## src/rtl/rotate_engine.sv

```systemverilog
// rtl/rotate_engine.sv - rho-rotation engine: buffers a sliced 5x5-lane state and streams it out rotated
module rotate_engine #(
    parameter int LANE_W = 64,
    parameter int CNT_W  = 6
) (
    input  logic             clk,
    input  logic             rst,
    input  logic             start,
    input  logic             inverse,
    input  logic             in_valid,
    output logic             in_ready,
    input  logic [24:0]      in_data,
    output logic             out_valid,
    input  logic             out_ready,
    output logic [24:0]      out_data,
    output logic [CNT_W-1:0] out_idx,
    output logic             busy,
    output logic             done
);

    // Slice index width; a one-slice state still needs a 1-bit index to address the buffer.
    localparam int IDX_W = (LANE_W > 1) ? $clog2(LANE_W) : 1;
    localparam logic [CNT_W-1:0] LAST     = CNT_W'(LANE_W - 1);
    localparam logic [6:0]       IDX_MASK = 7'(LANE_W - 1);

    localparam logic [1:0] S_IDLE = 2'd0;
    localparam logic [1:0] S_LOAD = 2'd1;
    localparam logic [1:0] S_EMIT = 2'd2;
    localparam logic [1:0] S_DONE = 2'd3;

    // Rho offsets in lane order i = x + 5*y; reduced mod LANE_W by masking the source index.
    localparam logic [5:0] ROT [25] = '{
        6'd0,  6'd1,  6'd62, 6'd28, 6'd27,
        6'd36, 6'd44, 6'd6,  6'd55, 6'd20,
        6'd3,  6'd10, 6'd43, 6'd25, 6'd39,
        6'd41, 6'd45, 6'd15, 6'd21, 6'd8,
        6'd18, 6'd2,  6'd61, 6'd56, 6'd14
    };

    logic [1:0]       state_q, state_d;
    logic [CNT_W-1:0] cnt_q, cnt_d;
    logic             mode_q, mode_d;
    logic [24:0]      slice_q [LANE_W];
    logic [24:0]      rot_data;
    logic [6:0]       src;

    // Next-state and counter logic; start is only honoured in IDLE, which also freezes the mode.
    always_comb begin
        state_d = state_q;
        cnt_d   = cnt_q;
        mode_d  = mode_q;
        case (state_q)
            S_IDLE: begin
                if (start) begin
                    mode_d  = inverse;
                    cnt_d   = '0;
                    state_d = S_LOAD;
                end
            end
            S_LOAD: begin
                if (in_valid) begin
                    if (cnt_q == LAST) begin
                        cnt_d   = '0;
                        state_d = S_EMIT;
                    end else begin
                        cnt_d = cnt_q + CNT_W'(1);
                    end
                end
            end
            S_EMIT: begin
                if (out_ready) begin
                    if (cnt_q == LAST) begin
                        cnt_d   = '0;
                        state_d = S_DONE;
                    end else begin
                        cnt_d = cnt_q + CNT_W'(1);
                    end
                end
            end
            S_DONE: begin
                state_d = S_IDLE;
            end
            default: begin
                state_d = S_IDLE;
                cnt_d   = '0;
            end
        endcase
    end

    // Control registers with synchronous reset.
    always_ff @(posedge clk) begin
        if (rst) begin
            state_q <= S_IDLE;
            cnt_q   <= '0;
            mode_q  <= 1'b0;
        end else begin
            state_q <= state_d;
            cnt_q   <= cnt_d;
            mode_q  <= mode_d;
        end
    end

    // Slice buffer: written in arrival order, contents are meaningless until reloaded so no reset.
    always_ff @(posedge clk) begin
        if (state_q == S_LOAD && in_valid) begin
            slice_q[cnt_q[IDX_W-1:0]] <= in_data;
        end
    end

    // Gather each lane bit from the slice it rotates out of; 7-bit wrap is a multiple of LANE_W.
    always_comb begin
        rot_data = '0;
        src      = '0;
        for (int i = 0; i < 25; i++) begin
            if (mode_q) begin
                src = 7'(cnt_q) + 7'(ROT[i]);
            end else begin
                src = 7'(cnt_q) - 7'(ROT[i]);
            end
            src         = src & IDX_MASK;
            rot_data[i] = slice_q[src[IDX_W-1:0]][i];
        end
    end

    assign in_ready  = (state_q == S_LOAD);
    assign out_valid = (state_q == S_EMIT);
    assign busy      = (state_q == S_LOAD) || (state_q == S_EMIT);
    assign done      = (state_q == S_DONE);
    assign out_idx   = cnt_q;
    assign out_data  = out_valid ? rot_data : 25'd0;

endmodule

```

## config.mk

```make
export PLATFORM = sky130hd
export DESIGN_NAME = rotate_engine
export DESIGN_NICKNAME = d
export VERILOG_FILES = /design/src/rtl/rotate_engine.sv
export SDC_FILE = /design/constraint.sdc
export NUM_CORES = 2
export LEC_CHECK = 0
export CAP_MARGIN = 30
export CORE_MARGIN = 8
export CORE_UTILIZATION = 30
export CTS_BUF_LIST = sky130_fd_sc_hd__clkbuf_2 sky130_fd_sc_hd__clkbuf_4 sky130_fd_sc_hd__clkbuf_8
export CTS_CLUSTER_SIZE = 30
export DETAILED_ROUTE_END_ITERATION = 10
export DONT_BUFFER_PORTS = 1
export PLACE_DENSITY_LB_ADDON = 0.05
export SETUP_SLACK_MARGIN = 0.1
export SLEW_MARGIN = 20
export SYNTH_ARGS = -nofsm -noshare
export SYNTH_HDL_FRONTEND = slang
export SYNTH_SLANG_ARGS = --single-unit
export TNS_END_PERCENT = 5
```

## constraint.sdc

```tcl
create_clock -name clk -period 5.74 [get_ports clk]
set_input_delay 0.287 -clock clk [delete_from_list [all_inputs] [get_ports clk]]
set_output_delay 0.287 -clock clk [all_outputs]
set_load 0.005 [all_outputs]
```

## Yosys cells after proc, flatten, opt, wreduce, memory -nomap -nowiden

Memories as Yosys holds them, arrays and structs flattened. A register that Yosys moved wholly into a read port is not among the register bits.
Cells that the tools add are included.

- Word-level logic and storage cells: 109
- Bits in registers: 9
- Memories kept: 1
- Input bits: 31
- Output and inout bits: 35
- Bits in writable memories: 1,600

- Add/subtract/negate cells: 49
- Eq/ne operators: 9
- Reduce and logical (&&, ||, !) cells: 7
- Mux-type cells: 40

Memory list:

| memory | words | width | rd ports | clocked after memory_dff | wr ports | RTL line | text |
|---|---|---|---|---|---|---|---|
| slice_q | 64 | 25 | 25 | 1 | 1 | 43 | `logic [24:0] slice_q [LANE_W];` |

Operators with widths:

| cell | number |
|---|---|
| $mux W6 | 30 |
| $add A6 B6 Y6 const B | 10 |
| $sub A6 B6 Y6 const B | 10 |
| $add A6 B5 Y6 const B | 6 |
| $sub A6 B5 Y6 const B | 6 |
| $mux W25 | 1 |
| $add A6 B4 Y6 const B | 4 |
| $sub A6 B4 Y6 const B | 4 |
| $pmux W6 S3 | 1 |
| $add A6 B1 Y6 const B | 2 |
| $add A6 B2 Y6 const B | 2 |
| $sub A6 B2 Y6 const B | 2 |
| $mux W2 | 5 |
| $pmux W2 S4 | 1 |
| $add A6 B3 Y6 const B | 1 |
| $eq A6 B6 Y1 const B | 1 |
| $ne A2 B1 Y1 const B | 3 |
| $sub A6 B1 Y6 const B | 1 |
| $sub A6 B3 Y6 const B | 1 |
| $reduce_and A5 Y1 | 1 |
| $eq A2 B2 Y1 const B | 2 |
| $ne A2 B2 Y1 const B | 2 |
| $reduce_and A4 Y1 | 1 |
| $reduce_bool A3 Y1 | 1 |
| 6 further kinds | 7 |

## Longest topological paths before layout

- Word-level depth: 6
- Mapped depth: 16
- Mapped depth without buffers: 10

## Worst setup path before layout

No wires, ideal clock.

- Path kind: reg2out
- Start point: reg cnt_q[0] (netlist: out_idx[0])
- End point: out out_data[4]
- Required time: 5.453 ns
- Data arrival time: 3.856 ns
- Setup slack: 1.597 ns
- Buffers on the path: 8
- Stages on the path, launching flop included: 15
- Cell sequence: dfxtp_1 -> buf_4 -> buf_2 -> inv_2 -> buf_2 -> clkbuf_1 -> fa_1 -> buf_2 -> buf_2 -> clkbuf_1 -> clkbuf_1 -> mux4_2 -> mux2_2 -> a211oi_1 -> o221ai_1

- Word-level cells in the longest chain between the ends: 4
- Elaborated cells between the ends (all ways): 5
- Classes of those cells: 2 x add/sub; 2 x mux; 1 x memory

RTL lines:

| element | RTL line | text |
|---|---|---|
| start: declaration | 41 | `logic [CNT_W-1:0] cnt_q, cnt_d;` |
| start signal: assignment | 98 | `cnt_q <= cnt_d;` |
| $sub A6 B5 Y6 or $add A6 B5 Y6 (tied branches) | 118, 116 |  |
| $mux W6 * | 115 | `if (mode_q) begin` |
| $mem_v2 Z64 W25 * | -- |  |
| $mux W25 * | 130 | `assign out_data = out_valid ? rot_data : 25'd0;` |
| end: declaration | 15 | `output logic [24:0] out_data,` |

Mark *: on every way between the ends. The rest lies on a longest branch, timed or not.

## Worst setup path after layout

- Start point: reg mode_q
- End point: out out_data[4]

- Word-level cells in the longest chain between the ends: 3

RTL lines:

| element | RTL line | text |
|---|---|---|
| start: declaration | 42 | `logic mode_q, mode_d;` |
| start signal: assignment | 99 | `mode_q <= mode_d;` |
| $mux W6 | 115 |  |
| $mem_v2 Z64 W25 | -- |  |
| $mux W25 | 130 |  |

Every way passes these cells.

==> flow_summary.rst <==
.. list-table::
   :header-rows: 1

   * - Metric
     - Value
   * - Total power
     - 30.87 mW
   * - First-pass GRT wire length
     - 310.4 mm
   * - Total wire length
     - 231.6 mm
   * - Flip-flop cell with the highest count after synthesis
     - sky130_fd_sc_hd__edfxtp_1
   * - Total placed instance area
     - 68870 um^2
   * - Slew @ Worst Pin
     - 1085 ps
   * - Number of buffers created by CTS
     - 307
   * - FF-to-FF setup slack
     - 940 ps
   * - Die Span Y
     - 476.3 um
   * - Count of endpoints failing setup in the final report
     - 0
   * - Vias in the first global route
     - 34.46k
   * - Metal2 WL
     - 112.1 mm
   * - Critical path cell sequence
     - inv_1, ha_2, inv_1, a21oi_1, a21oi_1, a311oi_4, mux2_2, a211oi_1, o221ai_1, buf_4
   * - Clock slew seen by the registers of the worst setup and hold paths
     - 70 ps
   * - Routed length per instance
     - 36.36 um
   * - Dpl ws
     - 964.6 ps
   * - Pin count of the biggest net entering global routing
     - 87
   * - Number of distinct standard cells referenced by the synthesized netlist
     - 74
   * - Area share of the leading cell type in the synthesized netlist
     - 75.58%
   * - RSZ-0062 raised after global routing
     - false
   * - Root buffer cell
     - sky130_fd_sc_hd__clkbuf_8
   * - Final Hold Violating Endpoints
     - 0
   * - Slew Viols, Final
     - 0
   * - Count of buffering cells on the critical path with inverters included
     - 3
   * - Synthesis warning total
     - 0
   * - Placed cell count
     - 5795
   * - Cells taking the most area after synthesis
     - sky130_fd_sc_hd__edfxtp_1 (76%), sky130_fd_sc_hd__mux4_2 (14%), sky130_fd_sc_hd__mux2i_1 (1.5%)
   * - Data required time at the worst endpoint
     - 5450 ps
   * - Nets in the synthesized netlist
     - 3005
   * - Number of synthesized flops with an enable pin
     - 1600
   * - Horizontal die dimension
     - 476.3 um
   * - Detailed-placement wirelength estimate
     - 137.0 mm
   * - Via total after detailed routing
     - 33.14k
   * - Portion of the post-synthesis area used by sequential elements
     - 76.05%
   * - Avg Cell Area, Syn
     - 21.55 um^2
   * - Instance count on the critical path
     - 10
   * - Standard cell with the maximum stage delay on the critical path
     - sky130_fd_sc_hd__a311oi_4
   * - Biggest fanout along the worst timing path
     - 16
   * - Commonest cells after routing, fill and taps aside
     - sky130_fd_sc_hd__edfxtp_1 (1600), sky130_fd_sc_hd__mux4_2 (389), sky130_fd_sc_hd__clkbuf_8 (327)
   * - Aggregate global-route resource usage
     - 19.82%
   * - Core Area
     - 211500 um^2
   * - Worst slack on hold paths
     - 117.9 ps
   * - Number of top-level design ports
     - 66
   * - Final routed DRC violation total
     - 0
   * - Layout Skew
     - 57.09 ps
   * - Count of non-filler cells in the finished layout
     - 6370
   * - Max transition margin
     - 26.89%
   * - Lkg Pwr
     - 23.56 nW
   * - CP Capture Type
     - output pin
   * - Maximum achievable frequency
     - 188.0 MHz
   * - Netlist area before placement
     - 63570 um^2
   * - Outcome
     - completed
   * - Antenna violations before repair
     - 9
   * - Initial DRC Count
     - 3232
   * - Metal3 WL
     - 9.801 mm
   * - Top layer reached by signal wires
     - met5
   * - Ratio of total power to cell area
     - 407.9 nW/um^2
   * - Utilization of the core after routing
     - 35.79%
   * - Fraction of final layout cells sized beyond drive strength 1
     - 33.55%
   * - CTS H-tree depth
     - 5
   * - Area leader, netlist
     - sky130_fd_sc_hd__edfxtp_1
   * - Worst hold path class
     - in -> reg
   * - Quantity of gates resized following cts
     - 0
   * - Die outline area
     - 226900 um^2
   * - Number of violations of the max-capacitance limit
     - 0
   * - Final RePlAce weighted congestion
     - 0.7875
   * - Initial Util
     - 30.06%
   * - Met1 WL
     - 103.7 mm
   * - Count of TritonRoute iterations in the first routing pass
     - 6
   * - # port buffers
     - 0
   * - Final Critical Period
     - 5321 ps
   * - Startpoint class of the critical path
     - register
   * - WP data arrival
     - 5030 ps
   * - Via-per-instance ratio
     - 5.203
   * - Hold Crit Depth
     - 5
   * - Post-synthesis async set-or-reset flop share
     - 0%
   * - Maximum count of clock buffers along a single path
     - 4
   * - NumNets Final
     - 3399
   * - Kind of critical path
     - reg -> out
   * - Clock tree from TritonCTS
     - done
   * - Final critical-path setup slack
     - 419.5 ps
   * - Length in cells of the worst reg-to-reg path
     - 7
   * - Synth Register Bits
     - 1615
   * - Cell count after synthesis
     - 2950
   * - Cell family with the largest share of critical-path delay
     - compound AO/OA/AOI/OAI gates
   * - Setup tns final
     - 0 ps
   * - Commonest non-fill, non-tap cell in the layout
     - sky130_fd_sc_hd__edfxtp_1
   * - Area Overhead vs Synth
     - 19.06%
   * - Highest ir drop seen on vdd
     - 0.0002591 V
   * - Max stage delay on crit path
     - 720 ps
   * - Number of nets with antenna violations after detailed routing
     - 0
   * - Clock network latency to the later pin of the worst-skew pair
     - 1020 ps
   * - Sum of overflow across all layers after global routing
     - 0
   * - Number of sinks driven by the clock tree
     - 1615
   * - Post-route cell area
     - 75690 um^2
   * - Standard-cell row count
     - 169
   * - Final worst path period share
     - 92.69%
## report_power, final
group,total [mW],internal (mW),switching (mW)
clock,10.9,6.03,4.89
sequential,13.1,13.0,0.0352
combinational,6.89,3.01,3.88
total,30.9,22.1,8.80
## cells by family (layout without fill, tap and decap cells)
group	after synthesis	after routing	synth area share, %
buffers and inverters	172	769	1.336
xor gates and xnor gates	48	48	0.7499
adders and majority gates	24	24	0.5668
other	0	2	0
AOI/OAI and AO/OA	284	284	3.133
muxes	535	535	16.34
and+or+nand+nor	272	272	1.823
DFF	1615	1615	76.05
## registers in the layout, indices dropped and copies added, names as in the netlist, named ones only
signal,flops
out_idx,6
mode_q,1
state_q,2
slice_q,1600
## routing by layer
layer,up-vias,global-route usage [%]
met5,-,0
met4,2,5.475
met3,336,2.981
met2,1104,32.61
met1,18450,27.51
li1,13250,-
## Yosys cell counts, drive strengths merged, types with 6 or more instances
cell type,instances
or3,8
ha,16
a211oi,12
a311oi,6
mux2i,95
nand3,14
nor2b,6
nand2b,6
buf,96
o21bai,6
a21oi,73
nor2,150
mux4,395
fa,8
dfxtp,15
edfxtp,1600
clkbuf,57
a221oi,34
o211ai,6
o21ai,47
inv,19
mux2,45
o221ai,8
nor3,11
a22oi,21
o22ai,11
xnor2,26
o211a,11
nand2,61
xor2,22
## cell type report
class | instances | area [um^2]
tap | 2821 | 3530
clock buffer | 406 | 5094
timing repair buffer | 238 | 2998
sequential | 1615 | 48360
clock inverter | 106 | 636.9
fill | 19620 | 135800
multi-input combinational | 1163 | 14990
inverter | 19 | 71.32
antenna | 2 | 5.005
## timing repair
item,in CTS,in global routing
hold buffers,55,0
hold endpoints to repair,1615,0
setup endpoints to repair,6,0
buffers inserted,5,0
## worst register-to-register path, stage by stage (launching register included)
cell and delay (ps):
sky130_fd_sc_hd__dfxtp_4 380, sky130_fd_sc_hd__inv_2 180, sky130_fd_sc_hd__buf_4 540, sky130_fd_sc_hd__nand2_1 610, sky130_fd_sc_hd__nor2_1 720, sky130_fd_sc_hd__nand2_1 640
sky130_fd_sc_hd__nor2_4 750, sky130_fd_sc_hd__buf_4 560
## path summary, 6_finish.rpt
path	start	to
setup / recovery	mode_q	out_data[4]
hold / removal	in_valid	out_idx[0]
hold reg to reg	state_q[0]	state_q[0]
setup reg to reg	out_idx[0]	slice_q[42][7]
Note: power is estimated with default switching activity, not from simulation.
